[config.mk]
export PLATFORM = sky130hd
export DESIGN_NAME = instruction_fetch
export DESIGN_NICKNAME = d
export VERILOG_FILES = /design/src/rtl/instruction_fetch.sv
export SDC_FILE = /design/constraint.sdc
export NUM_CORES = 1
export LEC_CHECK = 0
export CORE_UTILIZATION = 45
export CTS_CLUSTER_SIZE = 24
export DETAILED_ROUTE_END_ITERATION = 8
export GPL_TIMING_DRIVEN = 0
export PLACE_DENSITY = 0.7
export SLEW_MARGIN = 10
export SYNTH_ARGS = -nofsm -noshare
export SYNTH_HDL_FRONTEND = slang
export SYNTH_SLANG_ARGS = --single-unit
[constraint.sdc]
create_clock -name clk -period 10.54 [get_ports clk]
set_input_delay 1.054 -clock clk [delete_from_list [all_inputs] [get_ports clk]]
set_output_delay 1.054 -clock clk [all_outputs]
set_load 0.1 [all_outputs]
[src/rtl/instruction_fetch.sv]
// -----------------------------------------------------------------------------
// instruction_fetch
//
// Front-end fetch stage. Keeps the fetch PC, issues in-order 32-bit word reads
// to instruction memory under a credit limit, buffers returned words together
// with their PCs in a small FIFO and presents the FIFO head to the decoder.
// A redirect replaces the fetch PC, flushes the FIFO and arranges for every
// word still in flight to be dropped when it returns.
//
// Parameters
//   RESET_PC    fetch address after reset
//   FIFO_DEPTH  instruction buffer entries; also the maximum number of
//               requests in flight plus buffered words
//
// Ports
//   clk, rst                         clock, synchronous active-high reset
//   mem_req_valid/ready/addr         word read request (addr[1:0] always 0)
//   mem_resp_valid/data              in-order read data, never back-pressured
//   instruction_data/valid/pc        FIFO head towards the decoder
//   instruction_ready                decoder consumes the head this cycle
//   redirect_valid/pc                new fetch target (branch/jump/trap)
//   fetch_fault/fetch_fault_pc       misaligned redirect target report
//
// Build option
//   FETCH_MISALIGN_TRAP_EN  when defined, a redirect to a target with
//   redirect_pc[1:0] != 0 raises a sticky fetch_fault and stops fetching until
//   the next aligned redirect or reset. When undefined the low two target bits
//   are ignored and the fault outputs are tied to zero.
// -----------------------------------------------------------------------------
module instruction_fetch #(
    parameter logic [31:0] RESET_PC   = 32'h0000_0000,
    parameter int          FIFO_DEPTH = 2
) (
    input  logic        clk,
    input  logic        rst,
    output logic        mem_req_valid,
    input  logic        mem_req_ready,
    output logic [31:0] mem_req_addr,
    input  logic        mem_resp_valid,
    input  logic [31:0] mem_resp_data,
    output logic [31:0] instruction_data,
    output logic        instruction_data_valid,
    output logic [31:0] instruction_pc,
    input  logic        instruction_ready,
    input  logic        redirect_valid,
    input  logic [31:0] redirect_pc,
    output logic        fetch_fault,
    output logic [31:0] fetch_fault_pc
);

    localparam int CNT_W = $clog2(FIFO_DEPTH + 1);
    localparam int PTR_W = (FIFO_DEPTH > 1) ? $clog2(FIFO_DEPTH) : 1;

    localparam logic [CNT_W:0]   DEPTH_CNT = FIFO_DEPTH[CNT_W:0];
    localparam logic [CNT_W-1:0] FULL_CNT  = FIFO_DEPTH[CNT_W-1:0];
    localparam logic [PTR_W-1:0] LAST_PTR  = PTR_W'(FIFO_DEPTH - 1);

    // Circular pointer advance; depth need not be a power of two.
    function automatic logic [PTR_W-1:0] ptr_next(input logic [PTR_W-1:0] ptr);
        if (ptr == LAST_PTR) begin
            return '0;
        end
        return ptr + PTR_W'(1);
    endfunction

    // Word-align a byte address.
    function automatic logic [31:0] word_align(input logic [31:0] addr);
        return {addr[31:2], 2'b00};
    endfunction

    // Control state
    logic [31:0]      fetch_pc;
    logic [31:0]      pc_tag;
    logic [CNT_W-1:0] outstanding;
    logic [CNT_W-1:0] discard;
    logic [CNT_W-1:0] fifo_count;
    logic [PTR_W-1:0] rd_ptr;
    logic [PTR_W-1:0] wr_ptr;
    logic             fault;
    logic [31:0]      fault_pc;

    // Buffer storage (data only, never reset)
    logic [31:0] fifo_data [FIFO_DEPTH];
    logic [31:0] fifo_pc   [FIFO_DEPTH];

    logic [CNT_W:0]   in_use;
    logic             credit_ok;
    logic             accept;
    logic             push;
    logic             pop;
    logic             drop;
    logic [CNT_W-1:0] acc_cnt;
    logic [CNT_W-1:0] resp_cnt;
    logic [CNT_W-1:0] push_cnt;
    logic [CNT_W-1:0] pop_cnt;
    logic [31:0]      redirect_target;
    logic             target_misaligned;

    // ---- request stage: credit check and fetch address ----
    // Every accepted request owns a FIFO slot until its word is consumed or
    // dropped, so the buffer can never overflow.
    assign in_use    = {1'b0, outstanding} + {1'b0, fifo_count};
    assign credit_ok = (in_use < DEPTH_CNT);

    assign mem_req_valid = !rst && !redirect_valid && !fault && credit_ok;
    assign mem_req_addr  = fetch_pc;
    assign accept        = mem_req_valid && mem_req_ready;

    assign redirect_target = word_align(redirect_pc);

`ifdef FETCH_MISALIGN_TRAP_EN
    assign target_misaligned = (redirect_pc[1:0] != 2'b00);
`else
    logic unused_target_bits;
    assign unused_target_bits = ^redirect_pc[1:0];
    assign target_misaligned  = 1'b0;
`endif

    // ---- response stage: drop stale words, buffer the rest ----
    // A response in a redirect cycle belongs to the old stream and is dropped
    // implicitly: it is excluded from the new discard count and not pushed.
    assign drop = mem_resp_valid && (discard != '0);
    assign push = mem_resp_valid && !redirect_valid && (discard == '0);

    // ---- output stage: FIFO head to the decoder ----
    assign instruction_data_valid = (fifo_count != '0);
    assign instruction_data       = fifo_data[rd_ptr];
    assign instruction_pc         = fifo_pc[rd_ptr];
    assign pop = instruction_data_valid && instruction_ready && !redirect_valid;

    assign acc_cnt  = CNT_W'(accept);
    assign resp_cnt = CNT_W'(mem_resp_valid);
    assign push_cnt = CNT_W'(push);
    assign pop_cnt  = CNT_W'(pop);

    always_ff @(posedge clk) begin
        if (rst) begin
            fetch_pc    <= RESET_PC;
            pc_tag      <= RESET_PC;
            outstanding <= '0;
            discard     <= '0;
            fifo_count  <= '0;
            rd_ptr      <= '0;
            wr_ptr      <= '0;
        end else if (redirect_valid) begin
            // Everything still in flight, minus a response arriving right
            // now, returns later and must be thrown away.
            fetch_pc    <= redirect_target;
            pc_tag      <= redirect_target;
            outstanding <= outstanding - resp_cnt;
            discard     <= outstanding - resp_cnt;
            fifo_count  <= '0;
            rd_ptr      <= '0;
            wr_ptr      <= '0;
        end else begin
            if (accept) begin
                fetch_pc <= fetch_pc + 32'd4;
            end
            outstanding <= outstanding + acc_cnt - resp_cnt;
            if (drop) begin
                discard <= discard - CNT_W'(1);
            end
            if (push) begin
                wr_ptr <= ptr_next(wr_ptr);
                pc_tag <= pc_tag + 32'd4;
            end
            if (pop) begin
                rd_ptr <= ptr_next(rd_ptr);
            end
            fifo_count <= fifo_count + push_cnt - pop_cnt;
        end
    end

    always_ff @(posedge clk) begin
        if (push) begin
            fifo_data[wr_ptr] <= mem_resp_data;
            fifo_pc[wr_ptr]   <= pc_tag;
        end
    end

    // ---- fault reporting ----
`ifdef FETCH_MISALIGN_TRAP_EN
    // Sticky until the next aligned redirect; in-flight words are still
    // discarded through the normal redirect path above.
    always_ff @(posedge clk) begin
        if (rst) begin
            fault    <= 1'b0;
            fault_pc <= '0;
        end else if (redirect_valid) begin
            if (target_misaligned) begin
                fault    <= 1'b1;
                fault_pc <= redirect_pc;
            end else begin
                fault <= 1'b0;
            end
        end
    end
`else
    assign fault    = target_misaligned;
    assign fault_pc = '0;
`endif

    assign fetch_fault    = fault;
    assign fetch_fault_pc = fault_pc;

    // Structural invariants of the credit scheme.
    a_no_overflow: assert property (@(posedge clk) disable iff (rst)
        !(push && (fifo_count == FULL_CNT)));
    a_credit_bound: assert property (@(posedge clk) disable iff (rst)
        in_use <= DEPTH_CNT);
    a_discard_bound: assert property (@(posedge clk) disable iff (rst)
        discard <= outstanding);

endmodule
==> out/results.ini, run 1 <==
[status]
status = complete, no violations

[logic_synthesis]
synth_xor_area_share_pct = 4.378
ys.flop_type = edfxtp_1
synth.area.top_cells = edfxtp_1 43%, dfxtp_1 16%, mux2_2 8.2%
synth_top_area_share_pct = 43.28
synth_edf_count = 124
ys_ff_latch = 193
synth_area_um2 = 8603
synthMuxAreaShare_pct = 8.871
post-synth-top-count-cell = edfxtp_1
synth-simple-area-share_pct = 12.49
async_reset_ff_share_pct = 0
ys_seq_area_share_pct = 59.34
synth_compound_area_share_pct = 7.737
yosys-top-cells-count = 124 x edfxtp_1, 69 x dfxtp_1, 63 x mux2_2
synth_top_family_by_area = simple AND/OR/NAND/NOR gates
yosys_warnings = 0
synthCells = 710
synth_top_cell_by_area = edfxtp_1
synthAdderAreaFrac_pct = 1.396
syn_area_per_cell_um2 = 12.12
ys_types = 57

[setup_path]
crit_slowest_cell = clkdlybuf4s50_1
critPathMaxStageDelay_ps = 1150
critPathLaunchType = input port
crit_type = input port to output port
crit_chain = clkdlybuf4s50_1 -> or4_4 -> inv_2 -> clkdlybuf4s50_1
endpoint_kind = output port
cp_common_cell = clkdlybuf4s50_1
crit_fanout = 4
worstPathArrival_ps = 3580
crit_cells = 4
path_buf_inv = 3
required_ps = 9490
critical_path.top_delay_family = buffers and inverters
rr_worst_depth = 13

[global_routing]
grt_pass1_vias = 5916
grt_util_all_layers_pct = 21.48
overflow = 0
grt_pass1_wl_mm = 31.87
grt_max_degree = 30
antenna_found_initial = 0

[sta]
finClkSkew_ps = 14.33
maxSlewViolCount = 0
max_freq_mhz = 215.9
hold_viol = 0
worst-slew-pin-transition_ps = 1045
setup_viol = 0
rsz0062_at_grt = no
relSlewSlack_pct = 30.10
min_period_over_period_pct = 43.94
setup_slack_ps = 5909
fin_setup_tns_ps = 0
period_needed_ps = 4631

[detailed_routing]
vias = 6267
detail_route.vias_per_cell = 5.329
ant_nets = 0
dr.pass1.iters = 5
route.final.wire_length_mm = 20.68
wl_per_cell_um = 17.58
drt_iter0_drc = 330
drc_errors = 0

[die]
start_util_pct = 45.99
placementRows = 50
fp.coreArea_um2 = 18710
ios = 201
die_x_um = 140.3
dieArea_um2 = 19680
die_y_um = 140.3

[clock_network]
ctsRootBufferMaster = clkbuf_16
cts_made_buffers = 17
cts-htree-levels = 4
insertion_delay_ps = 430
cts_tree = yes
clkTransAtPathRegs_ps = 70
cts_buffer_depth = 2
clock_sinks = 193
cts_hold_buf = 0
postCtsSetupRepairBufs = 0
ctsResizeCount = 0

[power_and_ir_drop]
p_seq_share_pct = 44.9
clock_power_share_pct = 34.7
leakagePower_nw = 3.981
p_sw_share_pct = 30.52
power_per_cell_area_nw_per_um2 = 170.5
combPwrFrac_pct = 20.4
p_total_w = 0.001936
power.switching_w = 0.0005909
intPower_w = 0.001345
ir_worst_vdd_v = 0.0001242

[placed_design]
portBuffers = 160
place_ws_ps = 5904
dp_hpwl_mm = 15.07
finalWeightedCongestion = 0.9225

[finish]
antenna_cells = 0
area_growth_pct = 31.97
final_nets = 1008
drive_above_1_share_pct = 16.35

[job]
max-cap-violations = 0

[hold_path]
whs_path_depth = 0
hp-class = flop to flop

==> metal layers <==
layer | part of all wire, % | global-route usage [%]
met4 | 2.4 | 9.427
met3 | 7.4 | 4.889
met1 | 44 | 28.34
met2 | 46 | 33.92
met5 | 0 | 0
==> logic make-up (layout without fill, tap and decap cells) <==
| kind of cell | Yosys count | in the layout |
|---|---|---|
| compound gates | 104 | 104 |
| xor+xnor | 43 | 43 |
| fa+ha+maj | 9 | 9 |
| buf+inv | 91 | 287 |
| flops | 193 | 193 |
| mux | 68 | 68 |
| other cells | 1 | 37 |
| simple gates | 201 | 201 |
==> layout by cell type (no fill, tap or decap), drive strengths merged, types with 6 or more instances in the layout <==
| cell | synthesis | layout |
|---|---|---|
| a211oi | 15 | 15 |
| a21boi | 12 | 12 |
| a21oi | 30 | 30 |
| a31oi | 17 | 17 |
| and3 | 6 | 6 |
| and4 | 6 | 6 |
| buf | 44 | 48 |
| clkbuf | 26 | 45 |
| clkdlybuf4s50 | 0 | 160 |
| conb | 1 | 37 |
| dfxtp | 69 | 69 |
| edfxtp | 124 | 124 |
| ha | 8 | 8 |
| inv | 21 | 22 |
| mux2 | 66 | 66 |
| nand2 | 48 | 48 |
| nand3 | 24 | 24 |
| nand4 | 21 | 21 |
| nor2 | 43 | 43 |
| nor3 | 19 | 19 |
| nor4 | 8 | 8 |
| o21ai | 12 | 12 |
| or3 | 6 | 6 |
| xnor2 | 32 | 32 |
| xor2 | 11 | 11 |
==> registers in the layout, indices dropped and copies added (netlist names), named ones only <==
| register | flops |
|---|---|
| mem_req_addr | 30 |
| outstanding | 2 |
| fifo_pc | 60 |
| fifo_count | 2 |
| fifo_data | 64 |
| wr_ptr | 1 |
| rd_ptr | 1 |
| pc_tag | 30 |
| discard | 2 |
==> power groups by stage <==
stage	sequential [W]	combinational [W]	clock, W
2_1_floorplan	0.000930	0.000246	0
3_3_place_gp	0.000886	0.000386	0
3_5_place_dp	0.000885	0.000393	0
4_1_cts	0.000869	0.000395	0.000685
5_1_grt	0.000874	0.000410	0.000713
6_report	0.000870	0.000394	0.000672
==> per-stage QoR <==
step / util [%] / area, um2 / hold slack [ps] / instances
2_1_floorplan: - / 8738 / 446.5 / 746
3_3_place_gp: 56.84 / 10630 / 480.6 / 1140
3_5_place_dp: 57.39 / 10740 / 493.4 / 1144
4_1_cts: 60.70 / 11350 / 507.5 / 1176
5_1_grt: 60.70 / 11350 / 525.0 / 1176
6_report: 60.70 / 11350 / 512.4 / 1176
==> path summary, 6_finish.rpt <==
path / to / slack (ps) / startpoint
worst min-delay path: fifo_pc[1][31] / 510 / pc_tag[31]
worst max register to register: outstanding[1] / 7230 / outstanding[0]
worst min register to register: fifo_pc[1][31] / 510 / pc_tag[31]
worst max-delay path: mem_req_valid / 5910 / redirect_valid
==> cell type report <==
class	count	area, um2
fillers	1555	7352
repair buffers	164	1689
multi-input cells	462	3154
plain buffers	70	415.4
flip-flops and latches	193	5105
well taps	234	292.8
clock buffers	19	432.9
clock inverters	13	185.2
inverters	21	78.83
Power figures use the tool's default switching activity.
==> run 2, diff against run 1 <==
--- a/config.mk
+++ b/config.mk
@@ -9,7 +9,7 @@
 export CTS_CLUSTER_SIZE = 24
 export DETAILED_ROUTE_END_ITERATION = 8
 export GPL_TIMING_DRIVEN = 0
-export PLACE_DENSITY = 0.7
+export PLACE_DENSITY = 0.73
 export SLEW_MARGIN = 10
 export SYNTH_ARGS = -nofsm -noshare
 export SYNTH_HDL_FRONTEND = slang
==> constraint.sdc (replaced) <==
create_clock -name clk -period 3.9 [get_ports clk]
set_input_delay 0.39 -clock clk [delete_from_list [all_inputs] [get_ports clk]]
set_output_delay 0.39 -clock clk [all_outputs]
set_load 0.1 [all_outputs]
==> run 2 against run 1 <==
  * First-iteration DRC count grew 16%
  * Power grew to 2.6 times the previous value
  * Utilization shrank 0.11 points
  * Routed wire length shrank 2.3%
  * Cell area shrank 0.18%
  * Sequential share of layout area grew 0.079 points
  * Non-clock buffer count is the same
  * Critical path depth grew 1
  * Critical endpoint unchanged
==> out/results.ini, run 2 (synthesis gave the netlist of run 1 again) <==
[finish]
antenna_cells = 0
layout_commonest_cell = clkdlybuf4s50_1
utilization_pct = 60.59
fillerInstances = 1531
drive_above_1_share_pct = 16.35
layout.cells.most_common_list = 160 x clkdlybuf4s50_1, 124 x edfxtp_1, 69 x dfxtp_1
final_nets = 1008
area_growth_pct = 31.73
regMostFlops = fifo_data
largest_reg_flops = 64
top_regs = fifo_data x64, fifo_pc x60

[clock_network]
postCtsSetupRepairBufs = 0
cts_buffer_depth = 2
cts_tree = yes
ctsResizeCount = 0
cts_hold_buf = 0
insertion_delay_ps = 430
clock_sinks = 193
ctsRootBufferMaster = clkbuf_16
cts-htree-levels = 4
clkTransAtPathRegs_ps = 70
cts_made_buffers = 17

[detailed_routing]
route.met2.wl_mm = 9.325
detail_route.vias_per_cell = 5.238
dr.pass1.iters = 5
wl_per_cell_um = 17.18
drt_iter0_drc = 383
top_layer = met4
drc_errors = 0
met1_length_mm = 8.861
ant_nets = 0
vias = 6160
route.final.wire_length_mm = 20.20
wl_met3_mm = 1.659

[sta]
worst-slew-pin-transition_ps = 1039
fin_setup_tns_ps = 0
rsz0062_at_grt = no
setup_slack_ps = 312.1
period_needed_ps = 3588
finClkSkew_ps = 14.63
maxSlewViolCount = 0
max_freq_mhz = 278.7
hold_viol = 0
min_period_over_period_pct = 92.00
setup_viol = 0
relSlewSlack_pct = 30.50

[die]
die_x_um = 140.3
ios = 201
fp.coreArea_um2 = 18710
dieArea_um2 = 19680
placementRows = 50
start_util_pct = 45.99
die_y_um = 140.3

[power_and_ir_drop]
leakagePower_nw = 3.996
p_total_w = 0.005121
ir_worst_vdd_v = 0.0003187
power_per_cell_area_nw_per_um2 = 451.9

[setup_path]
worstPathArrival_ps = 3200
required_ps = 3510
endpoint_kind = output port
critPathLaunchType = flop
r2r_setup_slack_ps = 630
crit_fanout = 4
crit_type = flop to output port

[global_routing]
antenna_found_initial = 0
grt_util_all_layers_pct = 21.18
grt_pass1_vias = 5989
grt_max_degree = 27
grt_pass1_wl_mm = 31.83
overflow = 0

[placed_design]
finalWeightedCongestion = 0.9241
portBuffers = 160
place_ws_ps = 494.2
dp_hpwl_mm = 14.88

[status]
status = complete, no violations

[hold_path]
hp-class = input port to flop

[job]
max-cap-violations = 0

==> run 2: changes by cell type in the layout (fill, tap and decap cells not counted), moves of 2 or more <==
cell	before	now
inv_4	0	4
bufinv_16	4	0
clkbuf_16	17	20
clkinvlp_4	2	0
==> run 2: through the flow <==
stage / instances / area [um2] / hold WS [ps]
after floorplan: 746 / 8738 / 446.5
after global routing: 1176 / 11330 / 291.9
after global placement: 1140 / 10630 / 463.0
final: 1176 / 11330 / 274.7
after detailed placement: 1144 / 10740 / 474.8
after CTS: 1176 / 11330 / 267.0
==> run 2: layer usage <==
layer,vias up,GRT usage (%)
li1,2979,-
met1,2910,27.86
met2,245,33.55
met3,26,5.983
met4,0,7.287
met5,-,0
==> run 2: final cells by class <==
class                      instances  area, um2  area share [%]
clock buffer                      21      504.2           4.449
sequential                       193       5105           45.04
timing repair buffer             164       1697           14.97
clock inverter                    11      86.33          0.7618
multi-input combinational        462       3154           27.83
buffer                            70      415.4           3.665
tap                              234      292.8           2.583
inverter                          21      78.83          0.6955
==> run 2: path summary, 6_finish.rpt <==
kind | startpoint | end | depth (start not counted)
setup / recovery | outstanding[0] | mem_req_valid | 5
hold / removal | rst | outstanding[0] | 3
setup reg to reg | outstanding[0] | outstanding[1] | 13
hold reg to reg | pc_tag[31] | fifo_pc[0][31] | 0
==> run 2: critical path, cell delays in order (launching register included) <==
cell,delay [ps]
dfxtp_1,320
and2_1,160
fa_1,440
or4_4,570
inv_2,130
clkdlybuf4s50_1,1140
==> run 2: power by group <==
part           leakage, nW  switching [W]  internal [W]
logic                 1.99       0.000775      0.000288
clock network        0.305       0.000743      0.000966
registers             1.71      0.0000756       0.00227
total                 4.00        0.00159       0.00353
==> run 3, diff against run 2 <==
--- a/config.mk
+++ b/config.mk
@@ -14,3 +14,4 @@
 export SYNTH_ARGS = -nofsm -noshare
 export SYNTH_HDL_FRONTEND = slang
 export SYNTH_SLANG_ARGS = --single-unit
+export TNS_END_PERCENT = 1
==> results of run 3 <==
No change in the layout: final DEF, timing and power equal those of run 2.
